**src/rtl/adc_trig_seq_pkg.sv**
```systemverilog
// Shared definitions for the ADC trigger sequencer and its capture buffer.
package adc_trig_seq_pkg;

    typedef enum logic [2:0] {
        IDLE,
        DELAY,
        FIRE,
        WIN,
        GAP
    } state_e;

    // log2 of samples carried per PHY valid word; the capture buffer uses the same value
    localparam int WORD_SHIFT = 2;

endpackage

```
**src/rtl/adc_trig_cnt.sv**
```systemverilog
// Loadable saturating down-counter with zero flag; serves the delay/gap waits
// and the capture-window word count.
module adc_trig_cnt #(
    parameter int W = 16
) (
    input  logic         clk,
    input  logic         rst,
    input  logic         load,
    input  logic [W-1:0] load_val,
    input  logic         dec,
    output logic [W-1:0] cnt,
    output logic         zero
);

    logic [W-1:0] cnt_d, cnt_q;

    always_comb begin
        cnt_d = cnt_q;
        if (load) begin
            cnt_d = load_val;
        end else if (dec && (cnt_q != '0)) begin
            cnt_d = cnt_q - W'(1);
        end
    end

    // NOTE: state flops use non-blocking assignments so every flop samples pre-edge values.
    always_ff @(posedge clk) begin
        if (rst) begin
            cnt_q <= '0;
        end else begin
            cnt_q <= cnt_d;
        end
    end

    assign cnt  = cnt_q;
    assign zero = (cnt_q == '0);

endmodule

```
**src/rtl/adc_trig_seq.sv**
```systemverilog
// Trigger sequencer: turns one start pulse into a burst of single-cycle capture
// triggers with start delay, per-capture window and inter-capture gap.
module adc_trig_seq
    import adc_trig_seq_pkg::*;
#(
    parameter int AW     = 12,
    parameter int DW_CNT = 16,
    parameter int NW     = 8
) (
    input  logic              clk,
    input  logic              rst,
    input  logic              start,
    input  logic              abort,
    input  logic [DW_CNT-1:0] delay,
    input  logic [DW_CNT-1:0] gap,
    input  logic [NW-1:0]     n_cap,
    input  logic [AW-1:0]     wfm_len_in,
    input  logic              adc_phy_val,
    output logic              adc_trigger,
    output logic [AW-1:0]     wfm_len,
    output logic              busy,
    output logic              done,
    output logic [NW-1:0]     cap_idx,
    output logic              err_len,
    output logic              err_ovr,
    input  logic              err_clr
);

    localparam int WW = AW - WORD_SHIFT;

    state_e            state_d, state_q;
    logic              trig_d, trig_q;
    logic              done_d, done_q;
    logic              busy_d, busy_q;
    logic [NW-1:0]     cap_idx_d, cap_idx_q;
    logic [NW-1:0]     n_last_d, n_last_q;
    logic [AW-1:0]     wfm_len_d, wfm_len_q;
    logic [DW_CNT-1:0] gap_d, gap_q;
    logic              err_len_d, err_len_q;
    logic              err_ovr_d, err_ovr_q;

    logic              cnt_load, cnt_dec, cnt_zero, win_end;
    logic [DW_CNT-1:0] cnt_val, cnt;
    logic [WW-1:0]     words_in, words_lat;

    assign words_in  = wfm_len_in[AW-1:WORD_SHIFT];
    assign words_lat = wfm_len_q[AW-1:WORD_SHIFT];

    // A zero count in WIN means the only word arrived on the FIRE cycle.
    assign win_end = cnt_zero || (adc_phy_val && (cnt == DW_CNT'(1)));

    adc_trig_cnt #(.W(DW_CNT)) u_cnt (
        .clk      (clk),
        .rst      (rst),
        .load     (cnt_load),
        .load_val (cnt_val),
        .dec      (cnt_dec),
        .cnt      (cnt),
        .zero     (cnt_zero)
    );

    // NOTE: every signal gets a default before the case so no latch is inferred.
    always_comb begin
        state_d   = state_q;
        trig_d    = 1'b0;
        done_d    = 1'b0;
        cap_idx_d = cap_idx_q;
        n_last_d  = n_last_q;
        wfm_len_d = wfm_len_q;
        gap_d     = gap_q;
        err_len_d = err_len_q & ~err_clr;
        err_ovr_d = err_ovr_q & ~err_clr;
        cnt_load  = 1'b0;
        cnt_val   = '0;
        cnt_dec   = 1'b0;

        if (abort) begin
            state_d   = IDLE;
            cap_idx_d = '0;
        end else begin
            if (start && (state_q != IDLE)) begin
                err_ovr_d = 1'b1;
            end
            unique case (state_q)
                IDLE: begin
                    if (start) begin
                        if (words_in == '0) begin
                            err_len_d = 1'b1;
                        end else begin
                            wfm_len_d = wfm_len_in;
                            n_last_d  = (n_cap == '0) ? '0 : n_cap - NW'(1);
                            gap_d     = gap;
                            cap_idx_d = '0;
                            cnt_load  = 1'b1;
                            if (delay == '0) begin
                                state_d = FIRE;
                                trig_d  = 1'b1;
                                cnt_val = DW_CNT'(words_in);
                            end else begin
                                state_d = DELAY;
                                cnt_val = delay - DW_CNT'(1);
                            end
                        end
                    end
                end
                DELAY, GAP: begin
                    if (cnt_zero) begin
                        state_d  = FIRE;
                        trig_d   = 1'b1;
                        cnt_load = 1'b1;
                        cnt_val  = DW_CNT'(words_lat);
                    end else begin
                        cnt_dec = 1'b1;
                    end
                end
                FIRE: begin
                    state_d = WIN;
                    cnt_dec = adc_phy_val;
                end
                WIN: begin
                    if (!win_end) begin
                        cnt_dec = adc_phy_val;
                    end else if (cap_idx_q == n_last_q) begin
                        state_d   = IDLE;
                        done_d    = 1'b1;
                        cap_idx_d = '0;
                    end else begin
                        cap_idx_d = cap_idx_q + NW'(1);
                        cnt_load  = 1'b1;
                        if (gap_q == '0) begin
                            state_d = FIRE;
                            trig_d  = 1'b1;
                            cnt_val = DW_CNT'(words_lat);
                        end else begin
                            state_d = GAP;
                            cnt_val = gap_q - DW_CNT'(1);
                        end
                    end
                end
                default: state_d = IDLE;
            endcase
        end

        // busy covers the done cycle so it falls one cycle after the pulse
        busy_d = (state_d != IDLE) || done_d;
    end

    always_ff @(posedge clk) begin
        if (rst) begin
            state_q   <= IDLE;
            trig_q    <= 1'b0;
            done_q    <= 1'b0;
            busy_q    <= 1'b0;
            cap_idx_q <= '0;
            n_last_q  <= '0;
            wfm_len_q <= '0;
            gap_q     <= '0;
            err_len_q <= 1'b0;
            err_ovr_q <= 1'b0;
        end else begin
            state_q   <= state_d;
            trig_q    <= trig_d;
            done_q    <= done_d;
            busy_q    <= busy_d;
            cap_idx_q <= cap_idx_d;
            n_last_q  <= n_last_d;
            wfm_len_q <= wfm_len_d;
            gap_q     <= gap_d;
            err_len_q <= err_len_d;
            err_ovr_q <= err_ovr_d;
        end
    end

    assign adc_trigger = trig_q;
    assign done        = done_q;
    assign busy        = busy_q;
    assign cap_idx     = cap_idx_q;
    assign wfm_len     = wfm_len_q;
    assign err_len     = err_len_q;
    assign err_ovr     = err_ovr_q;

endmodule

```
**config.mk**
```make
export PLATFORM = sky130hd
export DESIGN_NAME = adc_trig_seq
export DESIGN_NICKNAME = d
export VERILOG_FILES = /design/src/rtl/adc_trig_seq_pkg.sv /design/src/rtl/adc_trig_cnt.sv /design/src/rtl/adc_trig_seq.sv
export SDC_FILE = /design/constraint.sdc
export NUM_CORES = 1
export LEC_CHECK = 0
export BUFFER_PORTS_ARGS = -buffer_cell sky130_fd_sc_hd__clkbuf_2
export CELL_PAD_IN_SITES_DETAIL_PLACEMENT = 1
export CELL_PAD_IN_SITES_GLOBAL_PLACEMENT = 2
export CORE_MARGIN = 3
export CORE_UTILIZATION = 29
export DETAILED_ROUTE_END_ITERATION = 12
export GPL_TIMING_DRIVEN = 0
export MAX_ROUTING_LAYER = met4
export PLACE_DENSITY = 0.86
export SYNTH_ARGS = -nofsm -noshare
export SYNTH_HDL_FRONTEND = slang
export SYNTH_SLANG_ARGS = --single-unit
export TNS_END_PERCENT = 1
```
**constraint.sdc**
```tcl
create_clock -name clk -period 2.49 [get_ports clk]
set_input_delay 0.249 -clock clk [delete_from_list [all_inputs] [get_ports clk]]
set_output_delay 0.249 -clock clk [all_outputs]
set_load 0.01 [all_outputs]
```
==> results of run 1 <==
## final cells by class
type	instances	area, sq um	share of cell area
Buffer	23	171	0.0306
Clock buffer	10	239	0.0426
Clock inverter	6	95.1	0.0169
Inverter	12	52.6	0.00937
Multi-Input combinational cell	420	2930	0.522
Sequential cell	68	1380	0.246
Tap cell	180	225	0.0401
Timing Repair Buffer	96	522	0.0930
## cell families after synthesis
family	Yosys count	share of synthesized area
AOI/OAI and AO/OA	119	0.206
xor gates and xnor gates	59	0.121
adders and majority gates	8	0.0234
buffers and inverters	37	0.0509
DFF	68	0.318
muxes	1	0.00263
and+or+nand+nor	233	0.278
## flip-flops by register name, indices dropped and copies added, names as in the netlist
signal,cells
u_cnt.cnt,16
adc_trigger,1
busy,1
err_ovr,1
state_q,3
n_last_q,8
err_len,1
done,1
cap_idx,8
wfm_len,12
gap_q,16
## cell usage after synthesis, drive strengths merged, types with 4 or more instances
cell	number
a211oi	14
nand3	9
o31a	4
and4	5
ha	8
a221oi	11
nor3b	4
dfxtp	68
clkbuf	16
xnor2	40
nor4	20
nor3	29
buf	9
nor2	45
nand2	80
inv	12
a21oi	50
or3	7
o21ai	9
xor2	19
nand4	9
a22oi	9
or4	7
nor4b	4
## worst paths after layout
path / to / slack (ns) / cells after the start
setup / recovery: u_cnt.cnt[10]$_SDFFE_PP0P_ / -0.10 / 8
hold / removal: wfm_len[0]$_SDFFE_PP0P_ / 0.12 / 3
hold reg to reg: wfm_len[0]$_SDFFE_PP0P_ / 0.47 / 2
setup reg to reg: u_cnt.cnt[10]$_SDFFE_PP0P_ / -0.10 / 8
## placed cells by master (no fill, tap or decap), drive strengths merged, types with 2 or more instances in the layout
cell,Yosys,routed
nand4,9,9
nand2b,3,3
nor2b,2,2
clkbuf,16,106
dfxtp,68,68
nor4,20,20
nand3,9,9
nor4b,4,4
or4b,2,2
inv,12,13
nor2,45,45
xnor2,40,40
nor3b,4,4
o32ai,3,3
or3,7,7
nand2,80,80
and4,5,5
a22oi,9,9
a21oi,50,50
xor2,19,19
o22ai,2,2
bufinv,0,2
a211oi,14,14
a21o,3,3
a31oi,3,3
nor3,29,29
ha,8,8
buf,9,23
o21ai,9,9
o31a,4,4
or3b,3,3
clkinv,0,3
or2,3,3
or4,7,7
o31ai,3,3
a221oi,11,11
## metrics by stage
| stage | total power, mW | setup TNS (ns) | setup WS, ns | std cells |
|---|---|---|---|---|
| final | 3.34 | -0.163 | -0.105 | 815 |
| after global routing | 3.50 | -1.16 | -0.142 | 815 |
| after CTS | 3.30 | -0.776 | -0.209 | 803 |
| after detailed placement | 1.82 | -10.87 | -0.517 | 786 |
| after global placement | 1.81 | -9.00 | -0.562 | 786 |
| after floorplan | 1.60 | 0 | 0.127 | 525 |
## worst register-to-register path, delay by kind of cell, from the launching register on
family                     cells  cell delay, ns
xor gates and xnor gates       1            0.21
buffers and inverters          1            0.07
and+or+nand+nor                3            1.43
DFF                            1            0.36
adders and majority gates      1            0.13
AOI/OAI and AO/OA              2            0.30
## report_power, final
part | internal, mW | total [mW] | switching, mW
Clock | 0.912 | 1.43 | 0.523
Combinational | 0.302 | 0.700 | 0.398
Sequential | 1.14 | 1.21 | 0.0710
Total | 2.35 | 3.34 | 0.991
## routing by layer
metal | wire length, um | up-vias
met3 | 548 | 31
met5 | 0 | -
met2 | 7470 | 90
met4 | 483 | 0
met1 | 7020 | 2161
li1 | - | 2130
## repair_timing
item,4_1_cts,5_1_grt
buffers inserted,1,14
hold endpoints to repair,0,0
pin swaps,1,16
gates resized for setup,20,43
setup endpoints to repair,50,47
hold buffers,0,0
==> metrics.md, run 1 <==
| Metric | Value |
|---|---|
| Status | complete, but fails checks |
| Violated checks | setup timing |
| Worst path top cell family by delay | simple AND/OR/NAND/NOR gates |
| Total of max-cap violations | 0 |
| DR iter-0 viols | 183 |
| Core Rows | 43 |
| N_diodes | 0 |
| Pleak | 2.05 nW |
| Synth async-reset ratio | 0 |
| Core area | 14100 sq um |
| Crit-path max cell delay | 0.53 ns |
| Crit-path max FO | 4 |
| Post-Place Cell Area | 4910 sq um |
| Final Cell Area | 5610 sq um |
| Worst Tran Pin Value | 0.777 ns |
| M2 GR Usage | 0.318 |
| Final hold vios | 0 |
| Synth warnings | 0 |
| Synth Register Bits | 68 |
| Cell taking the most area after synthesis | dfxtp_1 |
| Syn Nets | 591 |
| Initial Util | 0.302 |
| H-Tree Depth | 3 |
| DR WL/cell | 19.0 um |
| Worst hold start | wfm_len_in[0] |
| Setup CP Type | flop to flop |
| Global routing usage on met1 | 0.252 |
| DP HPWL | 12.1 mm |
| Seq/Total Area, Yosys | 0.318 |
| FMAX | 385 MHz |
| Slowest cell on the critical path | or4_4 |
| Worst r2r src | gap_q[0]$_SDFFE_PP0P_ |
| Port bufs | 81 |
| CP startpoint | gap_q[0]$_SDFFE_PP0P_ |
| GRT met3 Usage | 0.0380 |
| CTS root buf | clkbuf_16 |
| Total gr overflow | 0 |
| DRC | 0 |
| Die Wd | 127 um |
| Final wirelength | 15.5 mm |
| Setup ws final | -0.105 ns |
| First drt pass iteration count | 4 |
| CP bufs+invs | 1 |
| CP Data Required Time | 2.75 ns |
| First-pass GRT wire length | 25.2 mm |
| Ys flop type | dfxtp_1 |
| CP Capture Type | flop |
| Die span in y | 127 um |
| Via Count | 4412 |
| Worst vdd ir | 0.324 mV |
| Clk buf depth | 2 |
| Fin nets | 696 |
| RSZ-0062 raised after global routing | true |
| Worst Setup Start Kind | flop |
| Via-per-instance ratio | 5.41 |
| Yosys cell types | 60 |
| Die ar. | 16200 sq um |
| CTS Sinks | 68 |
| P&R area growth vs syn | 31.2% |
| Fin util | 0.396 |
| Layout Skew | 0.00653 ns |
| Hold_ws | 0.119 ns |
| Min Tclk post-route | 2.59 ns |
| Syn Inst Count | 525 |
| Fin crit share | 1.04 |
| GRT Total Usage | 0.201 |
| Clk Latency, worst-skew pair | 0.35 ns |
| PD cells | 596 nW/um^2 |
| Initial antenna violation count | 0 |
| Antenna Violating Nets Remaining | 0 |
| Crit-path cells | inv_4, ha_4, or3b_4, or4_4, or4_4, xnor2_4, a21oi_2, a221oi_2 |
| Layout cells sized above 1 | 0.306 |
| HP Class | primary input to flop |
| GRT Max-Usage Layer | met2 |
| Placer Congestion | 0.891 |
| CTS tree | done |
| Slew HR | 0.482 |
| Clock transition at path regs | 0.06 ns |
| Yosys top cell area share | 0.318 |
| Post-Synthesis Cell Area | 4280 sq um |
| Most used cell, CP | or4_4 |
| Final Max Slew Viols | 0 |
| Final setup viols | 4 |
| Area contributors post-synth | dfxtp_1, xnor2_1, nand2_1, a21oi_1, nor2_1 |
| CP arrival | 2.85 ns |
| Number of flops mapped to enable cells by yosys | 0 |
| Mean Syn Cell Area | 8.14 sq um |
| Filler cells | 1692 |
| Vias in the first global route | 4728 |
| Largest net degree at the start of global routing | 14 |
| Boundary Pins | 83 |
| Clock buffer count from CTS | 9 |
No activity file was read; power rests on OpenSTA's default activity.
==> run 2, diff against run 1 <==
--- a/config.mk
+++ b/config.mk
@@ -5,15 +5,16 @@
 export SDC_FILE = /design/constraint.sdc
 export NUM_CORES = 1
 export LEC_CHECK = 0
+export ABC_AREA = 1
 export BUFFER_PORTS_ARGS = -buffer_cell sky130_fd_sc_hd__clkbuf_2
 export CELL_PAD_IN_SITES_DETAIL_PLACEMENT = 1
 export CELL_PAD_IN_SITES_GLOBAL_PLACEMENT = 2
 export CORE_MARGIN = 3
-export CORE_UTILIZATION = 29
+export CORE_UTILIZATION = 27
 export DETAILED_ROUTE_END_ITERATION = 12
 export GPL_TIMING_DRIVEN = 0
 export MAX_ROUTING_LAYER = met4
-export PLACE_DENSITY = 0.86
+export PLACE_DENSITY = 0.87
 export SYNTH_ARGS = -nofsm -noshare
 export SYNTH_HDL_FRONTEND = slang
 export SYNTH_SLANG_ARGS = --single-unit
==> metrics.md, run 2 <==
| Metric | Value |
|---|---|
| Via Count | 5450 (was 4412) |
| HP Class | primary input to flop (unchanged) |
| Synth async-reset ratio | 0 (unchanged) |
| Dpl ws | 0.128 ns (was -0.517 ns) |
| Synth Register Bits | 68 (unchanged) |
| Fin nets | 981 (was 696) |
| Clock buffer count from CTS | 9 (unchanged) |
| Post-route insts no fill | 1145 (was 815) |
| R2R Setup Slk | 0.22 ns (was -0.10 ns) |
| Register Area | 1360 sq um (was 1380 sq um) |
| Worst Tran Pin Value | 0.660 ns (was 0.777 ns) |
| Largest net degree at the start of global routing | 13 (was 14) |
| First-pass GRT wire length | 29.0 mm (was 25.2 mm) |
| Total of max-cap violations | 0 (unchanged) |
| DP HPWL | 14.4 mm (was 12.1 mm) |
| Initial antenna violation count | 0 (unchanged) |
| Syn Inst Count | 823 (was 525) |
| Final wirelength | 17.6 mm (was 15.5 mm) |
| Multi-input logic area | 3100 sq um (was 2930 sq um) |
| Worst path top cell family by delay | simple AND/OR/NAND/NOR gates (unchanged) |
| DR iter-0 viols | 216 (was 183) |
| Slew HR | 0.560 (was 0.482) |
| Status | completed (was complete, but fails checks) |
| CP Capture Type | flop (unchanged) |
| Final hold vios | 0 (unchanged) |
| DRC | 0 (unchanged) |
| First drt pass iteration count | 4 (unchanged) |
| Slowest cell on the critical path | dfxtp_1 (was or4_4) |
| CP Data Required Time | 2.78 ns (was 2.75 ns) |
| Total gr overflow | 0 (unchanged) |
| Count leader, synth | nand2_1 (unchanged) |
| Layout Skew | 0.00698 ns (was 0.00653 ns) |
| Die Wd | 142 um (was 127 um) |
| FMAX | 440 MHz (was 385 MHz) |
| Commonest non-fill, non-tap cell in the layout | nand2_1 (was clkbuf_2) |
| Mean Syn Cell Area | 6.02 sq um (was 8.14 sq um) |
| H-Tree Depth | 3 (unchanged) |
| Setup ws final | 0.220 ns (was -0.105 ns) |
| GRT Total Usage | 0.188 (was 0.201) |
| Core Rows | 48 (was 43) |
| Core area | 17700 sq um (was 14100 sq um) |
| Seq/Total Area, Yosys | 0.275 (was 0.318) |
| Clk Latency, worst-skew pair | 0.35 ns (about the same) |
| Fin crit share | 0.912 (was 1.04) |
| Most used cell, CP | nor2_1 (was or4_4) |
| Cell taking the most area after synthesis | dfxtp_1 (unchanged) |
| Boundary Pins | 83 (unchanged) |
| Worst Setup Start Kind | flop (unchanged) |
| CP arrival | 2.56 ns (was 2.85 ns) |
| CTS root buf | clkbuf_16 (unchanged) |
| Number of flops mapped to enable cells by yosys | 0 (unchanged) |
| Die ar. | 20000 sq um (was 16200 sq um) |
| Min Tclk post-route | 2.27 ns (was 2.59 ns) |
| Syn Nets | 889 (was 591) |
| Dpl cells | 1129 (was 786) |
| Yosys top cell area share | 0.275 (was 0.318) |
| Initial Util | 0.281 (was 0.302) |
| N_diodes | 0 (unchanged) |
| Via-per-instance ratio | 4.76 (was 5.41) |
| Layout cells sized above 1 | 0.160 (was 0.306) |
| Fin util | 0.337 (was 0.396) |
| Die span in y | 142 um (was 127 um) |
| Final setup viols | 0 (was 4) |
| Setup CP Type | flop to flop (unchanged) |
| Overall Power | 3.46 mW (was 3.34 mW) |
| Synth warnings | 0 (unchanged) |
| Worst vdd ir | 0.318 mV (was 0.324 mV) |
| Pleak | 2.86 nW (was 2.05 nW) |
| DR WL/cell | 15.3 um (was 19.0 um) |
| Placer Congestion | 0.874 (was 0.891) |
| Hold-fix buffers, CTS | 0 (unchanged) |
| Port bufs | 81 (unchanged) |
| Area contributors post-synth | dfxtp_1, nand2_1, nor2_1, nand3_1, inv_1 (was dfxtp_1, xnor2_1, nand2_1, a21oi_1, nor2_1) |
| Antenna Violating Nets Remaining | 0 (unchanged) |
| Clk buf depth | 2 (unchanged) |
| CTS Sinks | 68 (unchanged) |
| Post-Synthesis Cell Area | 4960 sq um (was 4280 sq um) |
| CP bufs+invs | 1 (unchanged) |
| P&R area growth vs syn | 19.8% (was 31.2%) |
| PD cells | 582 nW/um^2 (was 596 nW/um^2) |
| Post-synth top cells | nand2_1, nor2_1, inv_1 (was nand2_1, dfxtp_1, a21oi_1) |
| Most frequent cells in the layout | nand2_1, nor2_1, inv_1 (was clkbuf_2, nand2_1, dfxtp_1) |
| CTS tree | done (unchanged) |
| Yosys cell types | 39 (was 60) |
| Crit-path max cell delay | 0.34 ns (was 0.53 ns) |
| Filler cells | 2399 (was 1692) |
| RSZ-0062 raised after global routing | true (unchanged) |
| Crit-path max FO | 10 (was 4) |
| Ys flop type | dfxtp_1 (unchanged) |
| Clock transition at path regs | 0.06 ns (about the same) |
| Crit-path cells | nor2_1, nand2_1, nor2_1, buf_4, nand2_1, nor2_1, nand2_2, o21ai_0, nand2_1, nand2_1, nor2_1, nor2_1 (was inv_4, ha_4, or3b_4, or4_4, or4_4, xnor2_4, a21oi_2, a221oi_2) |
| Vias in the first global route | 5585 (was 4728) |
| Final Max Slew Viols | 0 (unchanged) |
[run 2: changes by cell type after synthesis, moves of 19 or more]
cell,before,now
nor2_1,45,142
xnor2_1,40,11
nor4_1,19,0
nand3_1,9,75
a21oi_1,50,31
o21ai_0,7,41
nand2_1,80,211
inv_1,12,93
[run 2: where the power goes]
group | total, mW | internal [mW] | switching [mW]
clock | 1.30 | 0.776 | 0.529
sequential | 1.23 | 1.15 | 0.0724
combinational | 0.927 | 0.324 | 0.603
total | 3.46 | 2.25 | 1.20
[run 2: area by class of cell]
class,count,share of cell area
Sequential cell,68,0.229
Tap cell,225,0.0474
Multi-Input combinational cell,633,0.522
Buffer,19,0.0185
Clock inverter,6,0.0109
Inverter,103,0.0651
Clock buffer,10,0.0385
Timing Repair Buffer,81,0.0682
[run 2: worst paths after layout]
check | startpoint | to | depth (start not counted)
hold / removal | wfm_len_in[0] | wfm_len[0]$_SDFFE_PP0P_ | 3
setup / recovery | u_cnt.cnt[8]$_SDFFE_PP0P_ | u_cnt.cnt[12]$_SDFFE_PP0P_ | 12
setup reg to reg | u_cnt.cnt[8]$_SDFFE_PP0P_ | u_cnt.cnt[12]$_SDFFE_PP0P_ | 12
hold reg to reg | err_len$_SDFF_PP0_ | err_len$_SDFF_PP0_ | 2
[run 2: kinds of logic after synthesis]
kind of cell / Yosys count / synth area share
and+or+nand+nor: 490 / 0.431
buffers and inverters: 122 / 0.100
AOI/OAI and AO/OA: 100 / 0.112
DFF: 68 / 0.275
xor gates and xnor gates: 35 / 0.0618
adders and majority gates: 8 / 0.0202
[run 2: layer usage]
layer  global-route usage  vias up  part of all wire
met5                    -        -                 0
met4               0.0697        0             0.026
met3               0.0233       26             0.034
met2                0.300      108              0.46
met1                0.245     2510              0.48
li1                     -     2806                 -
[run 2: stage by stage]
| step | area [sq um] | hold slack (ns) | setup TNS, ns |
|---|---|---|---|
| final | 5940 | 0.150 | 0 |
| after global routing | 5940 | 0.166 | -0.000395 |
| after CTS | 5940 | 0.148 | 0 |
| after detailed placement | 5650 | 0.458 | 0 |
| after global placement | 5650 | 0.457 | 0 |
| after floorplan | 4960 | 0.396 | 0 |
[run 2: repair_timing]
item / CTS / global route
setup buffers: 0 / 0
setup endpoints to repair: 0 / 4
gates resized for setup: 0 / 2
[run 2: worst min-delay path, delay by kind of cell]
kind	cells	cell delay (ns)
AND/OR/NAND/NOR	1	0.08
AO/OA/AOI/OAI	1	0.07
buffers and inverters	1	0.07
==> run 3, diff against run 2 <==
--- a/config.mk
+++ b/config.mk
@@ -14,7 +14,7 @@
 export DETAILED_ROUTE_END_ITERATION = 12
 export GPL_TIMING_DRIVEN = 0
 export MAX_ROUTING_LAYER = met4
-export PLACE_DENSITY = 0.87
+export PLACE_DENSITY = 0.79
 export SYNTH_ARGS = -nofsm -noshare
 export SYNTH_HDL_FRONTEND = slang
 export SYNTH_SLANG_ARGS = --single-unit
==> metrics.md, run 3 (synthesis gave the netlist of run 2 again) <==
| Metric | Value |
|---|---|
| First drt pass iteration count | 4 (unchanged) |
| Min Tclk post-route | 2.22 ns (was 2.27 ns) |
| PD cells | 613 nW/um^2 (was 582 nW/um^2) |
| CTS tree | done (unchanged) |
| CTS root buf | clkbuf_16 (unchanged) |
| Status | completed (unchanged) |
| Layout Skew | 0.00816 ns (was 0.00698 ns) |
| H-Tree Depth | 3 (unchanged) |
| Commonest non-fill, non-tap cell in the layout | nand2_1 (unchanged) |
| Post-Place Cell Area | 5650 sq um (unchanged) |
| Boundary Pins | 83 (unchanged) |
| Antenna Violating Nets Remaining | 0 (unchanged) |
| CP startpoint | gap_q[8]$_SDFFE_PP0P_ (was u_cnt.cnt[8]$_SDFFE_PP0P_) |
| Largest net degree at the start of global routing | 13 (unchanged) |
| Total gr overflow | 0 (unchanged) |
| DR iter-0 viols | 246 (was 216) |
| Clk buf depth | 2 (unchanged) |
| Crit-path max FO | 7 (was 10) |
| Final hold vios | 0 (unchanged) |
| Fin util | 0.339 (was 0.337) |
| Worst vdd ir | 0.340 mV (was 0.318 mV) |
| Fin crit share | 0.893 (was 0.912) |
| Worst Hold Path Cells | 3 (unchanged) |
| Cell depth of the worst setup path | 12 (unchanged) |
| Die ar. | 20000 sq um (unchanged) |
| Worst r2r src | gap_q[8]$_SDFFE_PP0P_ (was u_cnt.cnt[8]$_SDFFE_PP0P_) |
| Final setup viols | 0 (unchanged) |
| DRC | 0 (unchanged) |
| Die span in y | 142 um (unchanged) |
| Initial antenna violation count | 1 (was 0) |
| Clock buffer count from CTS | 9 (unchanged) |
| Total of max-cap violations | 0 (unchanged) |
| Most frequent cells in the layout | nand2_1, nor2_1, inv_1 (unchanged) |
| Via-per-instance ratio | 4.69 (was 4.76) |
| Crit-path max cell delay | 0.46 ns (was 0.34 ns) |
| Worst Tran Pin Value | 0.717 ns (was 0.660 ns) |
| Final wirelength | 18.1 mm (was 17.6 mm) |
| Vias in the first global route | 5538 (was 5585) |
| Postcts setup bufs | 0 (unchanged) |
| Slowest cell on the critical path | nor2_1 (was dfxtp_1) |
| Worst Setup Start Kind | flop (unchanged) |
| DR WL/cell | 15.8 um (was 15.3 um) |
| Clock transition at path regs | 0.06 ns (about the same) |
| CP Data Required Time | 2.73 ns (was 2.78 ns) |
| Initial Util | 0.281 (unchanged) |
| FMAX | 450 MHz (was 440 MHz) |
| Setup TNS Final | 0 ns (unchanged) |
| Pleak | 2.89 nW (was 2.86 nW) |
| Core area | 17700 sq um (unchanged) |
| Hold_ws | 0.145 ns (was 0.150 ns) |
| Fin nets | 981 (unchanged) |
| GRT Total Usage | 0.192 (was 0.188) |
| Final Max Slew Viols | 0 (unchanged) |
| Most used cell, CP | nor2_1 (unchanged) |
| Die Wd | 142 um (unchanged) |
| First-pass GRT wire length | 29.4 mm (was 29.0 mm) |
| Worst hold start | gap[4] (was wfm_len_in[0]) |
| Filler cells | 2393 (was 2399) |
| CP bufs+invs | 1 (unchanged) |
| Clk Latency, worst-skew pair | 0.35 ns (about the same) |
| Worst reg2reg path depth | 12 (unchanged) |
| P&R area growth vs syn | 20.9% (was 19.8%) |
| Slew HR | 0.522 (was 0.560) |
| CTS Sinks | 68 (unchanged) |
| Via Count | 5375 (was 5450) |
| Crit-path cells | nor2_1, nand2_1, nor2_1, nand2_2, inv_1, nor2_1, nand2_2, o21ai_1, nand2_1, nand2_1, nor2_1, nor2_1 (was nor2_1, nand2_1, nor2_1, buf_4, nand2_1, nor2_1, nand2_2, o21ai_0, nand2_1, nand2_1, nor2_1, nor2_1) |
| Setup CP Type | flop to flop (unchanged) |
| N_diodes | 0 (unchanged) |
| Worst path top cell family by delay | simple AND/OR/NAND/NOR gates (unchanged) |
| Port bufs | 81 (unchanged) |
| Final Cell Area | 5990 sq um (was 5940 sq um) |
| DP HPWL | 14.7 mm (was 14.4 mm) |
| Core Rows | 48 (unchanged) |
| RSZ-0062 raised after global routing | false (was true) |
| HP Class | primary input to flop (unchanged) |
| Placer Congestion | 0.869 (was 0.874) |
| CP arrival | 2.47 ns (was 2.56 ns) |
| Layout cells sized above 1 | 0.160 (unchanged) |
| CP Capture Type | flop (unchanged) |
## run 3: worst paths after layout
path                           endpoint  slack (ns)
max          u_cnt.cnt[12]$_SDFFE_PP0P_        0.27
min               gap_q[4]$_SDFFE_PP0P_        0.15
max reg2reg  u_cnt.cnt[12]$_SDFFE_PP0P_        0.27
min reg2reg          err_len$_SDFF_PP0_        0.47
## run 3: through the flow
step | std cells | total power [mW] | setup WS, ns
6_report | 1145 | 3.68 | 0.266
5_1_grt | 1145 | 3.91 | 0.0289
4_1_cts | 1145 | 3.72 | 0.114
3_5_place_dp | 1129 | 2.19 | 0.144
3_3_place_gp | 1129 | 2.18 | 0.163
2_1_floorplan | 823 | 1.88 | 0.728
## run 3: area by class of cell
cell class,instances,area (sq um),share of cell area
well taps,225,282,0.0470
multi-input cells,633,3110,0.518
clock inverters,6,113,0.0188
flip-flops and latches,68,1360,0.227
inverters,103,387,0.0645
plain buffers,19,110,0.0184
clock buffers,10,229,0.0382
repair buffers,81,405,0.0676
## run 3: what timing repair did
action | CTS | global route
endpoints found under the setup margin | 0 | 7
endpoints found under the hold margin | 0 | 0
resized for setup | 0 | 6
hold buffers | 0 | 0
## run 3: tightest hold or removal path: cells and delay by family
kind,cells,cell delay [ns]
buf+inv,1,0.07
compound gates,1,0.07
simple gates,1,0.07
## run 3: power breakdown
group / internal, mW / total [mW] / switching [mW] / leakage (nW)
logic: 0.325 / 0.941 / 0.615 / 2.16
clock network: 0.980 / 1.51 / 0.527 / 0.167
registers: 1.15 / 1.23 / 0.0735 / 0.557
total: 2.46 / 3.68 / 1.22 / 2.89
## run 3: per-layer routing
metal  vias to the layer above  part of all wire  global-route usage  routed length (um)
met2                        87              0.47               0.315                8480
met1                      2472              0.49               0.253                8900
li1                       2799                 -                   -                   -
met3                        17             0.029              0.0266                 534
met5                         -                 0                   -                   0
met4                         0             0.012              0.0434                 221
